==> src/rtl/sram_audio_pkg.sv <==
// Shared state encoding and defaults for the audio SRAM sequencing controller.
package sram_audio_pkg;

  localparam int unsigned STATE_W    = 3;
  localparam int unsigned DEF_ADDR_W = 18;
  localparam int unsigned DEF_DATA_W = 16;

  typedef enum logic [STATE_W-1:0] {
    ST_IDLE       = 3'd0,
    ST_REC_WAIT   = 3'd1,
    ST_REC_WR     = 3'd2,
    ST_PLAY_WAIT  = 3'd3,
    ST_PLAY_RD    = 3'd4,
    ST_PAUSE_REC  = 3'd5,
    ST_PAUSE_PLAY = 3'd6
  } state_e;

  function automatic logic is_rec_state(input state_e s);
    return (s == ST_REC_WAIT) || (s == ST_REC_WR) || (s == ST_PAUSE_REC);
  endfunction

  function automatic logic is_play_state(input state_e s);
    return (s == ST_PLAY_WAIT) || (s == ST_PLAY_RD) || (s == ST_PAUSE_PLAY);
  endfunction

endpackage

==> src/rtl/sram_acc_timer.sv <==
// Loadable down-counter timing one SRAM read or write strobe of ACC_CYCLES cycles.
module sram_acc_timer #(
  parameter int unsigned ACC_CYCLES = 2
) (
  input  logic clk,
  input  logic rst,
  input  logic start_i,
  output logic busy_o,
  output logic last_o
);

  localparam int unsigned     CNT_W = $clog2(ACC_CYCLES + 1);
  localparam logic [CNT_W-1:0] LOAD = CNT_W'(ACC_CYCLES);
  localparam logic [CNT_W-1:0] ONE  = CNT_W'(1);

  logic [CNT_W-1:0] cnt_q, cnt_d;

  always_comb begin
    cnt_d = cnt_q;
    if (start_i) begin
      cnt_d = LOAD;
    end else if (cnt_q != '0) begin
      cnt_d = cnt_q - ONE;
    end
  end

  always_ff @(posedge clk) begin
    if (rst) begin
      cnt_q <= '0;
    end else begin
      cnt_q <= cnt_d;
    end
  end

  assign busy_o = (cnt_q != '0);
  assign last_o = (cnt_q == ONE);

endmodule

==> src/rtl/sram_audio_ctrl.sv <==
// Record/play sequencer for the 256K x 16 audio SRAM: strobe timing, addressing, length tracking.
module sram_audio_ctrl
  import sram_audio_pkg::*;
#(
  parameter int unsigned ADDR_W     = DEF_ADDR_W,
  parameter int unsigned DATA_W     = DEF_DATA_W,
  parameter int unsigned ACC_CYCLES = 2,
  parameter int unsigned MAX_ADDR   = 2**ADDR_W - 1
) (
  input  logic              clk,
  input  logic              rst,
  input  logic              rec_req,
  input  logic              play_req,
  input  logic              pause_req,
  input  logic              stop_req,
  input  logic              sample_tick,
  input  logic [DATA_W-1:0] adc_data,
  output logic [DATA_W-1:0] dac_data,
  output logic              dac_valid,
  output logic [ADDR_W-1:0] sram_addr,
  output logic [DATA_W-1:0] sram_wdata,
  input  logic [DATA_W-1:0] sram_rdata,
  output logic              sram_read,
  output logic              sram_write,
  output logic              sram_record,
  output logic              sram_play,
  output logic [2:0]        state_o,
  output logic              full,
  output logic              overrun,
  output logic              done
);

  localparam logic [ADDR_W-1:0] LAST_ADDR = ADDR_W'(MAX_ADDR);
  localparam logic [ADDR_W-1:0] ADDR_ONE  = ADDR_W'(1);

  state_e            state_q, state_d;
  logic [ADDR_W-1:0] addr_q, addr_d;
  logic [ADDR_W-1:0] end_addr_q, end_addr_d;
  logic              has_rec_q, has_rec_d;
  logic [DATA_W-1:0] wdata_q, wdata_d;
  logic [DATA_W-1:0] rdata_q, rdata_d;
  logic [DATA_W-1:0] dac_data_q, dac_data_d;
  logic              dac_valid_q, dac_valid_d;
  logic              val_pend_q, val_pend_d;
  logic              done_pend_q, done_pend_d;
  logic              done_q, done_d;
  logic              full_q, full_d;
  logic              overrun_q, overrun_d;
  logic              pend_stop_q, pend_stop_d;
  logic              pend_pause_q, pend_pause_d;
  logic              rd_q, wr_q, rec_q, play_q;

  logic              tmr_start, tmr_busy, tmr_last, acc_end;
  logic              stop_now, pause_now;

  sram_acc_timer #(
    .ACC_CYCLES(ACC_CYCLES)
  ) u_timer (
    .clk    (clk),
    .rst    (rst),
    .start_i(tmr_start),
    .busy_o (tmr_busy),
    .last_o (tmr_last)
  );

  assign acc_end   = tmr_busy && tmr_last;
  assign stop_now  = pend_stop_q || stop_req;
  assign pause_now = pend_pause_q || pause_req;

  always_comb begin
    state_d      = state_q;
    addr_d       = addr_q;
    end_addr_d   = end_addr_q;
    has_rec_d    = has_rec_q;
    wdata_d      = wdata_q;
    rdata_d      = rdata_q;
    full_d       = full_q;
    overrun_d    = overrun_q;
    pend_stop_d  = pend_stop_q;
    pend_pause_d = pend_pause_q;
    tmr_start    = 1'b0;
    val_pend_d   = 1'b0;
    done_pend_d  = 1'b0;
    // Read data captured on the last access cycle is presented one edge later.
    dac_valid_d  = val_pend_q;
    done_d       = done_pend_q;
    dac_data_d   = val_pend_q ? rdata_q : dac_data_q;

    unique case (state_q)
      ST_IDLE: begin
        if (!stop_req && !pause_req) begin
          if (rec_req) begin
            state_d   = ST_REC_WAIT;
            addr_d    = '0;
            has_rec_d = 1'b0;
            full_d    = 1'b0;
            overrun_d = 1'b0;
          end else if (play_req && has_rec_q) begin
            state_d = ST_PLAY_WAIT;
            addr_d  = '0;
          end
        end
      end

      ST_REC_WAIT: begin
        if (stop_req) begin
          state_d = ST_IDLE;
        end else if (pause_req) begin
          state_d = ST_PAUSE_REC;
        end else if (sample_tick) begin
          state_d      = ST_REC_WR;
          wdata_d      = adc_data;
          tmr_start    = 1'b1;
          pend_stop_d  = 1'b0;
          pend_pause_d = 1'b0;
        end
      end

      ST_PLAY_WAIT: begin
        if (stop_req) begin
          state_d = ST_IDLE;
        end else if (pause_req) begin
          state_d = ST_PAUSE_PLAY;
        end else if (sample_tick) begin
          state_d      = ST_PLAY_RD;
          tmr_start    = 1'b1;
          pend_stop_d  = 1'b0;
          pend_pause_d = 1'b0;
        end
      end

      ST_PAUSE_REC: begin
        if (stop_req) begin
          state_d = ST_IDLE;
        end else if (!pause_req && rec_req) begin
          state_d = ST_REC_WAIT;
        end
      end

      ST_PAUSE_PLAY: begin
        if (stop_req) begin
          state_d = ST_IDLE;
        end else if (!pause_req && !rec_req && play_req) begin
          state_d = ST_PLAY_WAIT;
        end
      end

      ST_REC_WR: begin
        if (sample_tick) overrun_d = 1'b1;
        pend_stop_d  = stop_now;
        pend_pause_d = pause_now;
        if (acc_end) begin
          end_addr_d   = addr_q;
          has_rec_d    = 1'b1;
          pend_stop_d  = 1'b0;
          pend_pause_d = 1'b0;
          if (addr_q == LAST_ADDR) begin
            full_d  = 1'b1;
            state_d = ST_IDLE;
          end else begin
            addr_d = addr_q + ADDR_ONE;
            if (stop_now)       state_d = ST_IDLE;
            else if (pause_now) state_d = ST_PAUSE_REC;
            else                state_d = ST_REC_WAIT;
          end
        end
      end

      ST_PLAY_RD: begin
        if (sample_tick) overrun_d = 1'b1;
        pend_stop_d  = stop_now;
        pend_pause_d = pause_now;
        if (acc_end) begin
          rdata_d      = sram_rdata;
          val_pend_d   = 1'b1;
          pend_stop_d  = 1'b0;
          pend_pause_d = 1'b0;
          if (addr_q == end_addr_q) begin
            done_pend_d = 1'b1;
            state_d     = ST_IDLE;
          end else begin
            addr_d = addr_q + ADDR_ONE;
            if (stop_now)       state_d = ST_IDLE;
            else if (pause_now) state_d = ST_PAUSE_PLAY;
            else                state_d = ST_PLAY_WAIT;
          end
        end
      end

      default: state_d = ST_IDLE;
    endcase
  end

  // Strobes and direction flags are registered from the next state, so each
  // access state owns its strobe for exactly the cycles it is resident.
  always_ff @(posedge clk) begin
    if (rst) begin
      state_q      <= ST_IDLE;
      addr_q       <= '0;
      end_addr_q   <= '0;
      has_rec_q    <= 1'b0;
      wdata_q      <= '0;
      rdata_q      <= '0;
      dac_data_q   <= '0;
      dac_valid_q  <= 1'b0;
      val_pend_q   <= 1'b0;
      done_pend_q  <= 1'b0;
      done_q       <= 1'b0;
      full_q       <= 1'b0;
      overrun_q    <= 1'b0;
      pend_stop_q  <= 1'b0;
      pend_pause_q <= 1'b0;
      rd_q         <= 1'b0;
      wr_q         <= 1'b0;
      rec_q        <= 1'b0;
      play_q       <= 1'b0;
    end else begin
      state_q      <= state_d;
      addr_q       <= addr_d;
      end_addr_q   <= end_addr_d;
      has_rec_q    <= has_rec_d;
      wdata_q      <= wdata_d;
      rdata_q      <= rdata_d;
      dac_data_q   <= dac_data_d;
      dac_valid_q  <= dac_valid_d;
      val_pend_q   <= val_pend_d;
      done_pend_q  <= done_pend_d;
      done_q       <= done_d;
      full_q       <= full_d;
      overrun_q    <= overrun_d;
      pend_stop_q  <= pend_stop_d;
      pend_pause_q <= pend_pause_d;
      rd_q         <= (state_d == ST_PLAY_RD);
      wr_q         <= (state_d == ST_REC_WR);
      rec_q        <= is_rec_state(state_d);
      play_q       <= is_play_state(state_d);
    end
  end

  assign state_o     = state_q;
  assign sram_addr   = addr_q;
  assign sram_wdata  = wdata_q;
  assign sram_read   = rd_q;
  assign sram_write  = wr_q;
  assign sram_record = rec_q;
  assign sram_play   = play_q;
  assign dac_data    = dac_data_q;
  assign dac_valid   = dac_valid_q;
  assign done        = done_q;
  assign full        = full_q;
  assign overrun     = overrun_q;

endmodule

==> config.mk <==
export PLATFORM = sky130hd
export DESIGN_NAME = sram_audio_ctrl
export DESIGN_NICKNAME = d
export VERILOG_FILES = /design/src/rtl/sram_audio_pkg.sv /design/src/rtl/sram_acc_timer.sv /design/src/rtl/sram_audio_ctrl.sv
export SDC_FILE = /design/constraint.sdc
export NUM_CORES = 1
export LEC_CHECK = 0
export BUFFER_PORTS_ARGS = -buffer_cell sky130_fd_sc_hd__buf_2
export CAP_MARGIN = 10
export CORE_MARGIN = 4
export CORE_UTILIZATION = 35
export DETAILED_ROUTE_END_ITERATION = 16
export MAX_ROUTING_LAYER = met4
export SKIP_LAST_GASP = 1
export SLEW_MARGIN = 0
export SYNTH_ARGS = -nofsm -noshare
export SYNTH_HDL_FRONTEND = slang
export SYNTH_SLANG_ARGS = --single-unit
==> constraint.sdc <==
create_clock -name clk -period 2 [get_ports clk]
set_clock_uncertainty 0.05 [all_clocks]
set_input_delay 0 -clock clk [delete_from_list [all_inputs] [get_ports clk]]
set_output_delay 0 -clock clk [all_outputs]
set_load 0.01 [all_outputs]
==> impl_metrics.ini <==
[die]
design.portCount = 100
floorplan.die.width_um = 119
dieArea_um2 = 14000
std_cell_rows = 40
floorplan.die.height_um = 119
start_util_pct = 35.7
coreArea_um2 = 12000

[cts]
clock_pin_slew_on_the_worst_setup_and_hold_paths_ps = 70
clock-root-buffer = clkbuf_16
clk_latency_ps = 350
cts_htree_levels = 3
cts_made_buffers = 9
numClockSinks = 102
number_of_buffers_between_clock_root_and_the_deepest_sink = 2
tritoncts = done

[final_layout]
fillers = 1100
final_layout_size_suffix_gt1_share_pct = 31.6
final_nets = 721
post_layout_nonfiller_instances = 834
area_growth_syn_to_layout_pct = 43.5

[placed_design]
detailedPlace.worstSlack_ps = -101
io_buffers = 99
gpl.final_weighted_congestion = 0.849
post-place-cells = 779
hpwl_um = 8280

[synthesis]
netlist_top_cells_count = 102 x dfxtp_1, 84 x nand2_1, 56 x a21oi_1, 52 x nor2_1, 33 x mux2i_1
synth.lib_cells_used.distinct = 48
synth.mux.area_fraction_pct = 7.73
synth.cell_area_um2 = 4280
synth_warnings = 0
synthXorXnorAreaFrac_pct = 4.10
post_synth_fa_ha_maj_area_fraction_pct = 0.293
synth_top_family_by_area = simple AND/OR/NAND/NOR gates
share_of_synthesized_area_occupied_by_flip_flops_and_latches_pct = 47.8
synthSimpleGateAreaFrac_pct = 22.7
synth-async-reset-ratio_pct = 0
yosys-top-cells-area = dfxtp_1 48%, mux2i_1 7.7%, nand2_1 7.4%, a21oi_1 6.6%, nor2_1 4.6%
synth_seq_cells = 102
synth_most_common_cell = dfxtp_1
ys.flop_type = dfxtp_1
avgSynthCellArea_um2 = 8.53
yosysTopAreaCellShare_pct = 47.8
synthCells = 501
synth_top_cell_by_area = dfxtp_1
count_of_flip_flops_with_a_built_in_enable_after_synthesis = 0
syn_nets = 541
synth_compound_area_share_pct = 13.4

[run]
max-cap-violations = 0

[worst_setup_path]
timing.critical_path.slowest_cell_delay_ps = 320
combined_buffer_and_inverter_count_along_the_critical_path = 2
critical_path_class = reg2reg
critical_path.endpoint_type = flop
regToRegSetupSlack_ps = -10
worst_path_dominant_cell_family = simple AND/OR/NAND/NOR gates
crit_chain = buf_4, xnor2_1, nand4_1, nor3_2, buf_4, nand2_1, a31oi_1, nor4bb_2
timing.critical_path.mode_cell = buf_4
critical_path_launch_point_type = flop
critical-path-slowest-cell = dfxtp_2
cp_data_required_time_ps = 2210
worstPathMaxFanout = 6
worst-endpoint-arrival_ps = 2220

[global_route]
grt_start_max_net_pins = 53
grt_pass1_wl_um = 20200
antenna_violations_before_repair = 1
first_global_vias = 4128
globalRoute.totalOverflow = 0
grt_util_all_layers_pct = 18.0

[hold_path]
worst_hold_path_type = in2reg

[sta]
final.setup.tns_ps = -13.3
max_slew_headroom_pct = 59.8
timing.final.hold_violations = 0
fin_crit_sh_pct = 100
report.final.slew_viol_count = 0
max_freq_ghz = 0.498
finalSetupViolCount = 2
rsz0062_at_grt = yes
setup_slack_ps = -9.82
finalCriticalPeriod_ps = 2010
worstMarginPinSlew_ps = 604

[outcome]
run_status = finished with violations
violated_checks = setup timing

[drt]
drc = 0
detail_route.wirelength_um = 12300
drt_iter0_markers = 156
first_pass_iters = 4
drtAntennaViolNets = 0
route.vias.total = 4174
post_drt_wl_per_cell_um = 14.8
detail_route.vias_per_cell = 5.00

[power_and_ir_drop]
cellInternalPower_mw = 3.21
total_switching_power_mw = 0.955
p_total_mw = 4.17
power.sequential.fraction_pct = 49.1
worst_ir_drop_vdd_v = 0.000621
p_per_area_nw_per_um2 = 680
clock_power_share_pct = 43.9
static_leakage_power_nw = 2.67
swShare_pct = 22.9
power_frac_comb_pct = 7.0
stage by stage:
stage / utilization, % / hold WS [ps] / cell area (µm²)
after global routing: 51.3 / 33.3 / 6130
after CTS: 50.5 / 1.77 / 6040
after floorplan: - / 46.6 / 4290
after global placement: 44.6 / 190 / 5330
final: 51.3 / 12.4 / 6130
after detailed placement: 44.6 / 197 / 5330
power by group through the flow:
stage	Clock, mW	Sequential (mW)	Combinational [mW]
final	1.83	2.05	0.294
after global routing	1.98	2.05	0.320
after CTS	1.89	2.04	0.281
after detailed placement	0	2.09	0.218
after global placement	0	2.09	0.214
after floorplan	0	2.10	0.106
kinds of logic after synthesis:
| group | count (synthesis) |
|---|---|
| AND/OR/NAND/NOR | 208 |
| XOR/XNOR | 20 |
| AO/OA/AOI/OAI | 96 |
| buffers and inverters | 41 |
| multiplexers | 33 |
| adder cells (fa/ha/maj) | 1 |
| flip-flops | 102 |
layout make-up:
type / instances / area (µm²) / share of cell area [%]
multi-input combinational: 358 / 2150 / 35.0
sequential: 102 / 2050 / 33.5
timing repair buffer: 203 / 1410 / 22.9
clock buffer: 10 / 239 / 3.90
tap: 147 / 184 / 3.00
clock inverter: 6 / 75.1 / 1.22
inverter: 7 / 26.3 / 0.428
antenna: 1 / 2.50 / 0.0408
path summary, 6_finish.rpt:
check | cells past startpoint | end | from
setup / recovery | 8 | sram_read | sram_addr[0]
hold / removal | 3 | pend_pause_q | pause_req
setup reg to reg | 8 | sram_read | sram_addr[0]
hold reg to reg | 2 | sram_wdata[8] | sram_wdata[8]
sequential cells by signal, summed over array words and instances, names as in the netlist, 2 cells and up:
register	flops
dac_data	16
state_o	3
sram_addr	18
end_addr_q	18
u_timer.cnt_q	2
sram_wdata	16
rdata_q	16
repair_timing:
item                                    in CTS  in global routing
setup buffers                                0                  3
pin swaps                                    4                 10
gates resized for setup                      8                 18
endpoints found under the hold margin       36                  0
endpoints found under the setup margin       5                 15
cloned                                       1                  0
hold buffers                                34                  0
worst register-to-register path: stages (launching register included):
cell	delay, ps
dfxtp_2	320
buf_4	150
xnor2_1	160
nand4_1	130
nor3_2	260
buf_4	160
nand2_1	140
a31oi_1	260
nor4bb_2	300
layer usage:
layer,track usage (%),vias up,part of all wire [%]
li1,-,2097,-
met1,21.3,1941,43
met2,29.8,123,49
met3,5.31,13,5.5
met4,5.14,0,1.5
met5,-,-,0
placed cells by master, fill, tap and decap left out, types with 3 or more instances in the layout:
cell            n
a211oi_1        3
a21o_1          5
a21oi_1        52
a21oi_2         4
and3_1          6
buf_2          99
buf_4          66
clkbuf_16       9
dfxtp_1        92
dfxtp_2        10
dlygate4sd3_1  34
inv_1           6
inv_6           3
mux2i_1        33
nand2_1        83
nand2b_1        3
nand3_1         9
nand4_1        11
nor2_1         51
nor2b_1         5
nor3_1          9
nor3_2          4
o211ai_1        3
o21ai_1         6
o31ai_1         8
or3_1           5
or4_1           8
xnor2_1        18
(Power assumes the default switching activity.)
